[src/rtl/sensor_avg_seq_if.sv]
// Bundle between the conversion sequencer, the A2D converter and the downstream consumer.
//   en        : round scheduling enable
//   strt/chnl : conversion request and channel select to the A2D
//   cmplt/a2d : A2D completion pulse and result
//   temp_avg, press_avg, rdy, err : published averages, update pulse, timeout flag
// master = sequencer side, slave = converter / environment side.
interface sensor_avg_seq_if;
  logic        en;
  logic        strt;
  logic        chnl;
  logic        cmplt;
  logic [15:0] a2d;
  logic [15:0] temp_avg;
  logic [15:0] press_avg;
  logic        rdy;
  logic        err;

  modport master (
    input  en, cmplt, a2d,
    output strt, chnl, temp_avg, press_avg, rdy, err
  );

  modport slave (
    output en, cmplt, a2d,
    input  strt, chnl, temp_avg, press_avg, rdy, err
  );
endinterface

[src/rtl/sensor_avg_seq.sv]
// Conversion sequencer and averager.
// Runs a round of 2*2^NSAMP_LOG2 conversions alternating temperature (CH0) and
// pressure (CH1) every PERIOD idle cycles while enabled. Publishes floor averages
// with a one-cycle rdy pulse, and flags err when the A2D fails to answer in time.
// Ports:
//   clk   : system clock
//   rst_n : asynchronous active-low reset
//   bus   : sensor_avg_seq_if.master (en, strt, chnl, cmplt, a2d, averages, rdy, err)
module sensor_avg_seq #(
  parameter int unsigned PERIOD     = 1024,
  parameter int unsigned NSAMP_LOG2 = 2,
  parameter int unsigned TIMEOUT    = 32
) (
  input logic               clk,
  input logic               rst_n,
  sensor_avg_seq_if.master  bus
);

  localparam int unsigned ACC_W = 16 + NSAMP_LOG2;
  localparam int unsigned IDX_W = NSAMP_LOG2 + 1;
  localparam int unsigned NCONV = 2 ** (NSAMP_LOG2 + 1);
  localparam int unsigned TMR_W = $clog2(PERIOD);
  localparam int unsigned TO_W  = $clog2(TIMEOUT);

  localparam logic [TMR_W-1:0] TMR_LAST = TMR_W'(PERIOD - 1);
  localparam logic [IDX_W-1:0] IDX_LAST = IDX_W'(NCONV - 1);
  localparam logic [TO_W-1:0]  TO_LAST  = TO_W'(TIMEOUT - 1);

  typedef enum logic [1:0] {StIdle, StStart, StWait, StNext} state_e;

  state_e             state_q, state_d;
  logic [TMR_W-1:0]   tmr_q, tmr_d;
  logic [IDX_W-1:0]   idx_q, idx_d;
  logic [TO_W-1:0]    tout_q, tout_d;
  logic [ACC_W-1:0]   temp_acc_q, temp_acc_d;
  logic [ACC_W-1:0]   press_acc_q, press_acc_d;
  logic [15:0]        temp_avg_q, temp_avg_d;
  logic [15:0]        press_avg_q, press_avg_d;
  logic               rdy_q, rdy_d;
  logic               err_q, err_d;

  always_comb begin
    state_d     = state_q;
    tmr_d       = tmr_q;
    idx_d       = idx_q;
    tout_d      = tout_q;
    temp_acc_d  = temp_acc_q;
    press_acc_d = press_acc_q;
    temp_avg_d  = temp_avg_q;
    press_avg_d = press_avg_q;
    rdy_d       = 1'b0;
    err_d       = err_q;

    unique case (state_q)
      StIdle: begin
        if (bus.en) begin
          if (tmr_q == TMR_LAST) begin
            tmr_d       = '0;
            temp_acc_d  = '0;
            press_acc_d = '0;
            idx_d       = '0;
            err_d       = 1'b0;
            state_d     = StStart;
          end else begin
            tmr_d = tmr_q + TMR_W'(1);
          end
        end else begin
          tmr_d = '0;
        end
      end
      StStart: begin
        tout_d  = '0;
        state_d = StWait;
      end
      StWait: begin
        // A completion in the final allowed cycle still counts.
        if (bus.cmplt) begin
          if (idx_q[0]) press_acc_d = press_acc_q + ACC_W'(bus.a2d);
          else          temp_acc_d  = temp_acc_q + ACC_W'(bus.a2d);
          state_d = StNext;
        end else if (tout_q == TO_LAST) begin
          err_d   = 1'b1;
          tmr_d   = '0;
          state_d = StIdle;
        end else begin
          tout_d = tout_q + TO_W'(1);
        end
      end
      StNext: begin
        if (idx_q == IDX_LAST) begin
          temp_avg_d  = temp_acc_q[ACC_W-1:NSAMP_LOG2];
          press_avg_d = press_acc_q[ACC_W-1:NSAMP_LOG2];
          rdy_d       = 1'b1;
          tmr_d       = '0;
          state_d     = StIdle;
        end else begin
          idx_d   = idx_q + IDX_W'(1);
          state_d = StStart;
        end
      end
      default: state_d = StIdle;
    endcase
  end

  always_ff @(posedge clk or negedge rst_n) begin
    if (!rst_n) begin
      state_q     <= StIdle;
      tmr_q       <= '0;
      idx_q       <= '0;
      tout_q      <= '0;
      temp_acc_q  <= '0;
      press_acc_q <= '0;
      temp_avg_q  <= '0;
      press_avg_q <= '0;
      rdy_q       <= 1'b0;
      err_q       <= 1'b0;
    end else begin
      state_q     <= state_d;
      tmr_q       <= tmr_d;
      idx_q       <= idx_d;
      tout_q      <= tout_d;
      temp_acc_q  <= temp_acc_d;
      press_acc_q <= press_acc_d;
      temp_avg_q  <= temp_avg_d;
      press_avg_q <= press_avg_d;
      rdy_q       <= rdy_d;
      err_q       <= err_d;
    end
  end

  // strt is a decode of the state flop, so it drops with the asynchronous reset.
  // The conversion index only moves in StNext, which keeps chnl stable through cmplt.
  assign bus.strt      = (state_q == StStart);
  assign bus.chnl      = idx_q[0];
  assign bus.temp_avg  = temp_avg_q;
  assign bus.press_avg = press_avg_q;
  assign bus.rdy       = rdy_q;
  assign bus.err       = err_q;

endmodule

[src/flat_wrapper.sv]
// flat-port wrapper written by rule: the top's interface ports become plain ports
module sensor_avg_seq_flat 
#(
  parameter int unsigned PERIOD     = 1024,
  parameter int unsigned NSAMP_LOG2 = 2,
  parameter int unsigned TIMEOUT    = 32
)
  (clk, rst_n, bus_en, bus_cmplt, bus_a2d, bus_strt, bus_chnl, bus_temp_avg, bus_press_avg, bus_rdy, bus_err);
  sensor_avg_seq_if bus_i ();
  input logic clk;
  input logic rst_n;
  input wire logic [$bits(bus_i.en)-1:0] bus_en;
  input wire logic [$bits(bus_i.cmplt)-1:0] bus_cmplt;
  input wire logic [$bits(bus_i.a2d)-1:0] bus_a2d;
  output wire logic [$bits(bus_i.strt)-1:0] bus_strt;
  output wire logic [$bits(bus_i.chnl)-1:0] bus_chnl;
  output wire logic [$bits(bus_i.temp_avg)-1:0] bus_temp_avg;
  output wire logic [$bits(bus_i.press_avg)-1:0] bus_press_avg;
  output wire logic [$bits(bus_i.rdy)-1:0] bus_rdy;
  output wire logic [$bits(bus_i.err)-1:0] bus_err;
  assign bus_i.en = bus_en;
  assign bus_i.cmplt = bus_cmplt;
  assign bus_i.a2d = bus_a2d;
  assign bus_strt = bus_i.strt;
  assign bus_chnl = bus_i.chnl;
  assign bus_temp_avg = bus_i.temp_avg;
  assign bus_press_avg = bus_i.press_avg;
  assign bus_rdy = bus_i.rdy;
  assign bus_err = bus_i.err;
  sensor_avg_seq #(.PERIOD(PERIOD), .NSAMP_LOG2(NSAMP_LOG2), .TIMEOUT(TIMEOUT)) u_core (.clk(clk), .rst_n(rst_n), .bus(bus_i));
endmodule
[config.mk]
export PLATFORM = sky130hd
export DESIGN_NAME = sensor_avg_seq_flat
export DESIGN_NICKNAME = d
export VERILOG_FILES = /design/src/rtl/sensor_avg_seq_if.sv /design/src/rtl/sensor_avg_seq.sv /design/src/flat_wrapper.sv
export SDC_FILE = /design/constraint.sdc
export NUM_CORES = 1
export LEC_CHECK = 0
export CORE_ASPECT_RATIO = 0.75
export CORE_MARGIN = 4
export CORE_UTILIZATION = 35
export DETAILED_ROUTE_END_ITERATION = 6
export SYNTH_ARGS = -nofsm -noshare
export SYNTH_HDL_FRONTEND = slang
export SYNTH_SLANG_ARGS = --single-unit
[constraint.sdc]
create_clock -name clk -period 2.4 [get_ports clk]
set_clock_uncertainty 0.1 [all_clocks]
set_input_delay 0.48 -clock clk [delete_from_list [all_inputs] [get_ports clk]]
set_output_delay 0.48 -clock clk [all_outputs]
set_load 0.02 [all_outputs]
Yosys cells after proc, flatten, opt, wreduce, memory -nomap -nowiden
Cells that the tools add are included.
- bits in registers: 90
- input bits: 20
- output and inout bits: 36
- logic and storage cells: 79
- add/subtract/negate cells: 5
- equal/unequal tests: 17
- mux-type cells: 34
- reductions and logical operators: 13
- operators by type and width (kind ; count):
    $mux W18 ; 6
    $pmux W18 S2 ; 2
    $mux W10 ; 5
    $add A18 B16 Y18 ; 2
    $pmux W10 S3 ; 1
    $reduce_and A5 Y1 ; 3
    $ne A2 B2 Y1 const B ; 6
    $add A10 B1 Y10 const B ; 1
    $eq A10 B10 Y1 const B ; 1
    $mux W5 ; 2
    $pmux W5 S2 ; 1
    $mux W3 ; 3
    $mux W2 ; 4
    $ne A2 B1 Y1 const B ; 4
    $pmux W2 S4 ; 1
    $reduce_and A4 Y1 ; 2
    $mux W1 ; 7
    $pmux W3 S2 ; 1
    $reduce_and A3 Y1 ; 2
    $reduce_bool A2 Y1 ; 3
    $add A5 B1 Y5 const B ; 1
    $eq A5 B5 Y1 const B ; 1
    $eq A2 B2 Y1 const B ; 2
    $add A3 B1 Y3 const B ; 1
    other kinds (7) ; 7

Logic depth before layout (Yosys ltp)
Gate-level depths: netlist (run 1).
- depth in word-level cells: 4
- gate-level depth with buffers: 10
- depth with buffers taken out: 10

Least setup slack after synthesis (run 1)
Ideal clock, no wire load.
- path kind: in2reg
- start: in bus_a2d[0]
- end: reg u_core.press_acc_q[16]
- library setup time: 79 ps
- arrival time: 2326 ps
- slack: -105 ps
- cell stages on the path: 9
- cell sequence: ha_1 -> inv_1 -> fa_1 -> and2b_1 -> o2111ai_1 -> a31oi_2 -> a41oi_2 -> o41ai_2 -> mux2i_1
- cells in the longest elaborated chain, start to end: 4
- RTL lines (item ; line ; source):
    from (decl) ; flat_wrapper.sv:14 ; input wire logic [$bits(bus_i.a2d)-1:0] bus_a2d;
    $add A18 B16 Y18 ; sensor_avg_seq.sv:78 ; if (idx_q[0]) press_acc_d = press_acc_q + ACC_W'(bus.a2d);
    $mux W18 ; sensor_avg_seq.sv:78 ;
    $mux W18 ; sensor_avg_seq.sv:77 ; if (bus.cmplt) begin
    $pmux W18 S2 ; sensor_avg_seq.sv:54 ; unique case (state_q)
    to (signal assigned) ; sensor_avg_seq.sv:123 ; press_acc_q <= press_acc_d;
    to (decl) ; sensor_avg_seq.sv:36 ; logic [ACC_W-1:0] press_acc_q, press_acc_d;
No other way between the ends. The select of a mux whose other input is x is not followed.
A chain may end at the register's enable or synchronous reset.

Final worst setup path (run 1)
- start: reg u_core.press_acc_q[0]
- end: reg u_core.press_acc_q[16]
- cells in the longest elaborated chain, start to end: 4
- RTL lines (item ; line):
    $add A18 B16 Y18 ; sensor_avg_seq.sv:78
    $mux W18 ; sensor_avg_seq.sv:78
    $mux W18 ; sensor_avg_seq.sv:77
    $pmux W18 S2 ; sensor_avg_seq.sv:54
No other way between the ends. The select of a mux whose other input is x is not followed.

==> summary.txt, run 1 <==
Drt
  • Via Count: 4313
  • DR iter-0 viols: 315
  • Drt total wl: 13.6 mm
  • Routed len/inst: 15.7 µm
  • # DRC: 0
  • Post-route ant nets: 0
  • Vias per cell: 4.99
  • Detailed Routing Iterations Pass 1: 4

Yosys
  • Largest family of logic cells by synthesized area: compound AO/OA/AOI/OAI gates
  • Syn avg cell area: 9.83 µm²
  • Compound-Gate Fraction of Synth Area: 0.179
  • XOR/XNOR share of the synthesized area: 0.0423
  • Main flop type after synthesis: dfrtp_1
  • YS warnings: 0
  • Mapped cell area: 5170 µm²
  • Post-synthesis mux area share: 0.0774
  • Yosys reg bits: 90
  • Ys async rst share: 1.00
  • Cell variety after synth: 63
  • Register area share after synthesis: 0.435
  • Syn nets: 585
  • Cells after Synth: 526
  • Post-Synth Adder-Cell Area: 0.0972
  • Simple-Gate Fraction of Synth Area: 0.141
  • Post-synth EDFFs: 0

Floorplan
  • Initial Util: 0.358
  • Row cnt: 38
  • I/O pin count: 56
  • DIE WIDTH: 148 µm
  • Chip height: 113 µm
  • Core area: 14500 µm²
  • Full die area: 16800 µm²

Clock network
  • Hold buffer count at cts: 0
  • Worst-Skew Late Latency: 340 ps
  • H-tree depth: 3
  • Worst-path clk slew: 60 ps
  • Clock Sink Count: 90
  • Clock buffer depth: 2
  • Root buf cell: clkbuf_16
  • TritonCTS clock tree: yes
  • Num CTS Buffers: 9

Cells and area
  • Commonest non-fill, non-tap cell in the layout: dfrtp_1
  • Finished Layout Cells: 865
  • Diode count: 0
  • Share of cells above drive strength 1: 0.263
  • Final std cell area, no fill: 7080 µm²
  • Nets: 719
  • Synthesis-to-layout area growth: 36.9%
  • Final design utilization: 0.490
  • Most frequent cells in the layout: dfrtp_1, buf_4, nand2_1

Pwr
  • Switching Fraction: 0.358
  • Pleak: 3.22 nW
  • Tot Pwr: 6.34 mW
  • Comb power frac: 0.452
  • Seq pwr share: 0.334
  • Switching power: 2.27 mW
  • Power density over the cells: 895 nW/µm²
  • Clk pwr share: 0.215
  • Int Pwr: 4.07 mW
  • Peak supply drop: 0.456 mV

Global routing
  • Vias in the first global route: 4458
  • Routing usage on met2: 0.266
  • First-pass GRT wire length: 22.5 mm
  • Met3 Use GR: 0.0356
  • Pin count of the biggest net entering global routing: 47
  • Global route total overflow: 0
  • M1 GR Usage: 0.229
  • Initial antenna violation count: 0
  • Gr busiest metal: met2
  • GRT Resource Usage Total: 0.167

Timing
  • Fmax: 401 MHz
  • TNS Setup: -183 ps
  • Final worst-path cycle share: 1.04
  • Worst rel slew slack: 0.675
  • Finish-stage setup viols: 3
  • Count of pins over their slew limit: 0
  • Worst Tran Pin Value: 488 ps
  • Min setup slack post-route: -93.3 ps
  • Hold Slack: 0.388 ps
  • RSZ-0062 raised after global routing: yes
  • Fin crit period: 2490 ps
  • Final hold violations: 0

Critical path
  • Arr. time, crit path: 2660 ps
  • Worst setup SP type: register
  • CP delay by family, top: compound AO/OA/AOI/OAI gates
  • Worst Path Required: 2560 ps
  • Crit path max-delay cell type: dfrtp_1
  • Setup Crit Path Kind: register to register
  • Crit-path max FO: 2
  • FF-to-FF setup slack: -90 ps
  • CP bufs+invs: 2
  • RR Endpoint: u_core.press_acc_q[16]
  • Critical R2R Launch: u_core.press_acc_q[0]
  • Worst R2R Path Depth: 10
  • Setup crit end kind: register
  • Crit path launch: u_core.press_acc_q[0]
  • Critical Path, Cell by Cell: ha_2 > inv_2 > fa_2 > and2b_2 > o2111ai_4 > a31oi_4 > a41oi_2 > buf_4 > o41ai_4 > mux2i_1
  • Slowest stage delay, CP: 370 ps

Run
  • Total of max-cap violations: 0

Status
  • Status: finished with violations
  • Failing checks: setup timing

Placed design
  • Post-DP HPWL: 10.0 mm
  • Dpl cell area: 6500 µm²
  • Pre-CTS setup slack: -768 ps
  • Placed insts: 844
  • RePlAce Congestion: 0.837
  • Buffers on Ports: 55

Hold path
  • HP Class: primary input to asynchronous set/reset pin
-- registers in the layout, indices dropped and copies added (netlist names) --
register              flops
u_core.press_acc_q       18
u_core.temp_acc_q        18
u_core.bus.press_avg     16
u_core.bus.temp_avg      16
u_core.tmr_q             10
u_core.tout_q             5
u_core.idx_q              3
u_core.state_q            2
u_core.bus.err            1
u_core.bus.rdy            1
-- power by group through the flow --
stage          registers, mW  clock network [mW]  logic, mW
2_1_floorplan           2.19                   0       1.47
4_1_cts                 2.10                1.40       2.73
6_report                2.12                1.36       2.86
5_1_grt                 2.16                1.48       3.16
3_3_place_gp            2.11                   0       2.55
3_5_place_dp            2.12                   0       2.61
-- worst max-delay path by stage --
stage | to | slack [ps] | cells after the start
global route | u_core.press_acc_q[14] | -250 | 11
floorplan | u_core.press_acc_q[16] | 5 | 9
global placement | u_core.press_acc_q[16] | -740 | 10
detailed placement | u_core.press_acc_q[16] | -770 | 10
CTS | u_core.press_acc_q[16] | -100 | 9
finish | u_core.press_acc_q[16] | -90 | 10
-- cells by family after synthesis --
family / Yosys count
AOI/OAI and AO/OA: 151
xor gates and xnor gates: 25
adders and majority gates: 39
buffers and inverters: 34
DFF: 90
muxes: 36
and+or+nand+nor: 151
-- synth_stat cells, types with 9 or more instances --
cell     instances  share of area
dfrtp_1         90           0.44
o21ai_0         57          0.055
nand2_1         55          0.040
ha_1            37          0.090
mux2_2          32          0.070
nand3_1         30          0.029
a21oi_1         29          0.028
nor2_1          25          0.018
o21ai_1         17          0.016
inv_1           16          0.012
xnor2_1         16          0.027
xor2_1           9          0.015
-- routing by layer --
layer | wire, µm | share of wire | up-vias
li1 | - | - | 2176
met5 | 0 | 0 | -
met2 | 6140 | 0.45 | 67
met4 | 246 | 0.018 | 0
met1 | 6720 | 0.49 | 2053
met3 | 500 | 0.037 | 17
-- cell type report --
cell class	count	area [µm²]
fill	1359	7370
timing repair buffer	139	1210
sequential	90	2250
clock inverter	2	10.0
inverter	18	67.6
clock buffer	14	274
tap	200	250
multi-input combinational	402	3010
-- timing repair --
| item | in CTS | in global routing |
|---|---|---|
| gates resized for setup | 19 | 37 |
| buffers inserted | 4 | 1 |
| pin swaps | 8 | 19 |
| endpoints found under the setup margin | 15 | 13 |
(Power assumes the default switching activity.)
==> inputs of run 2 (changes only) <==
Settings changed: CORE_MARGIN 4 to not set.
==> summary.txt, run 2 (synthesis results as in run 1) <==
Critical path
  • Critical Path, Cell by Cell: ha_2 > inv_2 > fa_2 > and2b_1 > o2111ai_2 > a31oi_2 > a41oi_2 > buf_4 > o21bai_1 > xnor2_1 > o21ai_1
  • Worst Path Required: 2540 ps (-20 ps)
  • Slowest stage delay, CP: 350 ps (-20 ps)
  • Number of cells on the critical path: 11 (+1)
  • Worst setup SP type: register
  • Setup Crit Path Kind: register to register
  • Worst R2R Path Depth: 11 (+1)
  • Arr. time, crit path: 2570 ps (-90 ps)
  • Crit path max-delay cell type: dfrtp_1
  • CP bufs+invs: 2 (unchanged)
  • CP delay by family, top: compound AO/OA/AOI/OAI gates
  • Setup crit end kind: register
  • Crit-path max FO: 2 (unchanged)

Hold path
  • HP Class: primary input to asynchronous set/reset pin

Drt
  • Post-route ant nets: 0 (unchanged)
  • # DRC: 0 (unchanged)
  • Detailed Routing Iterations Pass 1: 5 (+1)
  • Routed len/inst: 15.6 µm (-0.75%)
  • Vias per cell: 5.14 (+3.0%)
  • Drt total wl: 13.6 mm (-0.29%)
  • DR iter-0 viols: 308 (-2.2%)
  • Via Count: 4464 (+3.5%)

Pwr
  • Power density over the cells: 922 nW/µm² (+3.0%)
  • Tot Pwr: 6.57 mW (+3.6%)
  • Pleak: 3.22 nW (-0.11%)
  • Peak supply drop: 0.532 mV (+17%)

Cells and area
  • Commonest non-fill, non-tap cell in the layout: dfrtp_1
  • Final design utilization: 0.493 (+0.00277)
  • Nets: 723 (+0.56%)
  • Most frequent cells in the layout: dfrtp_1, buf_4, nand2_1
  • Share of cells above drive strength 1: 0.266 (+0.00291)
  • Synthesis-to-layout area growth: 37.7%
  • Diode count: 0 (unchanged)
  • Biggest regs: u_core.press_acc_q x18, u_core.temp_acc_q x18
  • Final std cell area, no fill: 7120 µm² (+0.57%)

Floorplan
  • Full die area: 15300 µm² (-9.1%)
  • Row cnt: 38 (unchanged)
  • DIE WIDTH: 142 µm (-4.0%)
  • Chip height: 107 µm (-5.3%)
  • I/O pin count: 56 (unchanged)
  • Core area: 14500 µm² (unchanged)
  • Initial Util: 0.358 (unchanged)

Global routing
  • Vias in the first global route: 4223 (-5.3%)
  • Initial antenna violation count: 0 (unchanged)
  • Global route total overflow: 0 (unchanged)
  • Pin count of the biggest net entering global routing: 38 (-19%)
  • First-pass GRT wire length: 21.2 mm (-5.7%)
  • GRT Resource Usage Total: 0.182 (+0.0145)

Status
  • Failing checks: setup timing
  • Status: finished with violations

Placed design
  • Buffers on Ports: 55 (unchanged)
  • Dpl cell area: 6500 µm² (-0.12%)
  • Post-DP HPWL: 9.60 mm (-4.1%)
  • Pre-CTS setup slack: -776 ps (-7.14 ps)
  • RePlAce Congestion: 0.851 (+1.7%)

Timing
  • Final worst-path cycle share: 1.01 (-0.0241)
  • Worst Tran Pin Value: 511 ps (+23.0 ps)
  • Finish-stage setup viols: 1 (-2)
  • Min setup slack post-route: -35.4 ps (+57.9 ps)
  • Worst rel slew slack: 0.659 (-0.0153)
  • Final hold violations: 0 (unchanged)
  • Count of pins over their slew limit: 0 (unchanged)
  • Hold Slack: 1.88 ps (+1.49 ps)
  • RSZ-0062 raised after global routing: yes
  • Fmax: 411 MHz (+2.4%)
  • Fin crit period: 2440 ps (-57.9 ps)

Clock network
  • TritonCTS clock tree: yes
  • Worst-path clk slew: 70 ps (about the same)
  • Clock Sink Count: 90 (unchanged)
  • Root buf cell: clkbuf_16
  • Clock buffer depth: 2 (unchanged)
  • H-tree depth: 3 (unchanged)
  • Num CTS Buffers: 9 (unchanged)
  • Hold buffer count at cts: 0 (unchanged)
  • Worst-Skew Late Latency: 350 ps (about the same)

Run
  • Total of max-cap violations: 0 (unchanged)
run 2: cell types whose count changed in the layout (fill, tap and decap cells not counted), moves of 3 or more:
cell | before | now
o21ai_0 | 51 | 54
o21ai_1 | 22 | 18
clkbuf_8 | 3 | 0
bufinv_16 | 0 | 3
dlymetal6s2s_1 | 8 | 5
run 2: per-layer routing:
layer	up-vias	wire, µm	track usage
met5	-	0	0
met4	0	194	0.0622
met3	15	558	0.0427
met2	90	6040	0.274
met1	2164	6770	0.254
li1	2195	-	-
run 2: metrics by stage:
| stage | setup TNS (ps) | cells |
|---|---|---|
| after floorplan | 0 | 526 |
| after global placement | -9870 | 843 |
| after detailed placement | -10840 | 843 |
| after CTS | -73.9 | 866 |
| after global routing | -870 | 869 |
| final | -35.4 | 869 |
run 2: final timing paths:
check	to	startpoint	slack (ps)
min in group clk	u_core.press_acc_q[17]	u_core.press_acc_q[17]	390
hold / removal	u_core.tmr_q[6]	rst_n	2
setup / recovery	u_core.press_acc_q[14]	u_core.press_acc_q[0]	-40
hold reg to reg	u_core.press_acc_q[17]	u_core.press_acc_q[17]	390
setup reg to reg	u_core.press_acc_q[14]	u_core.press_acc_q[0]	-40
max in group asynchronous	u_core.bus.press_avg[4]	rst_n	1520
run 2: report_power, final:
group	internal, mW	leakage, nW	switching (mW)
Clock	1.02	0.160	0.602
Combinational	1.45	1.87	1.39
Sequential	1.84	1.18	0.266
Total	4.31	3.22	2.26
run 2: what timing repair did:
| action | 4_1_cts | 5_1_grt |
|---|---|---|
| resized for setup | 14 | 32 |
| buffers inserted | 7 | 1 |
| pin swaps | 10 | 12 |
| setup endpoints to repair | 13 | 11 |
| gates cloned | 0 | 2 |
run 2: layout make-up:
cell class / instances / area [µm²]
Fill cell: 1378 / 7330
Multi-Input combinational cell: 404 / 3000
Sequential cell: 90 / 2250
Timing Repair Buffer: 141 / 1220
Tap cell: 200 / 250
Clock buffer: 11 / 233
Clock inverter: 5 / 103
Inverter: 18 / 67.6
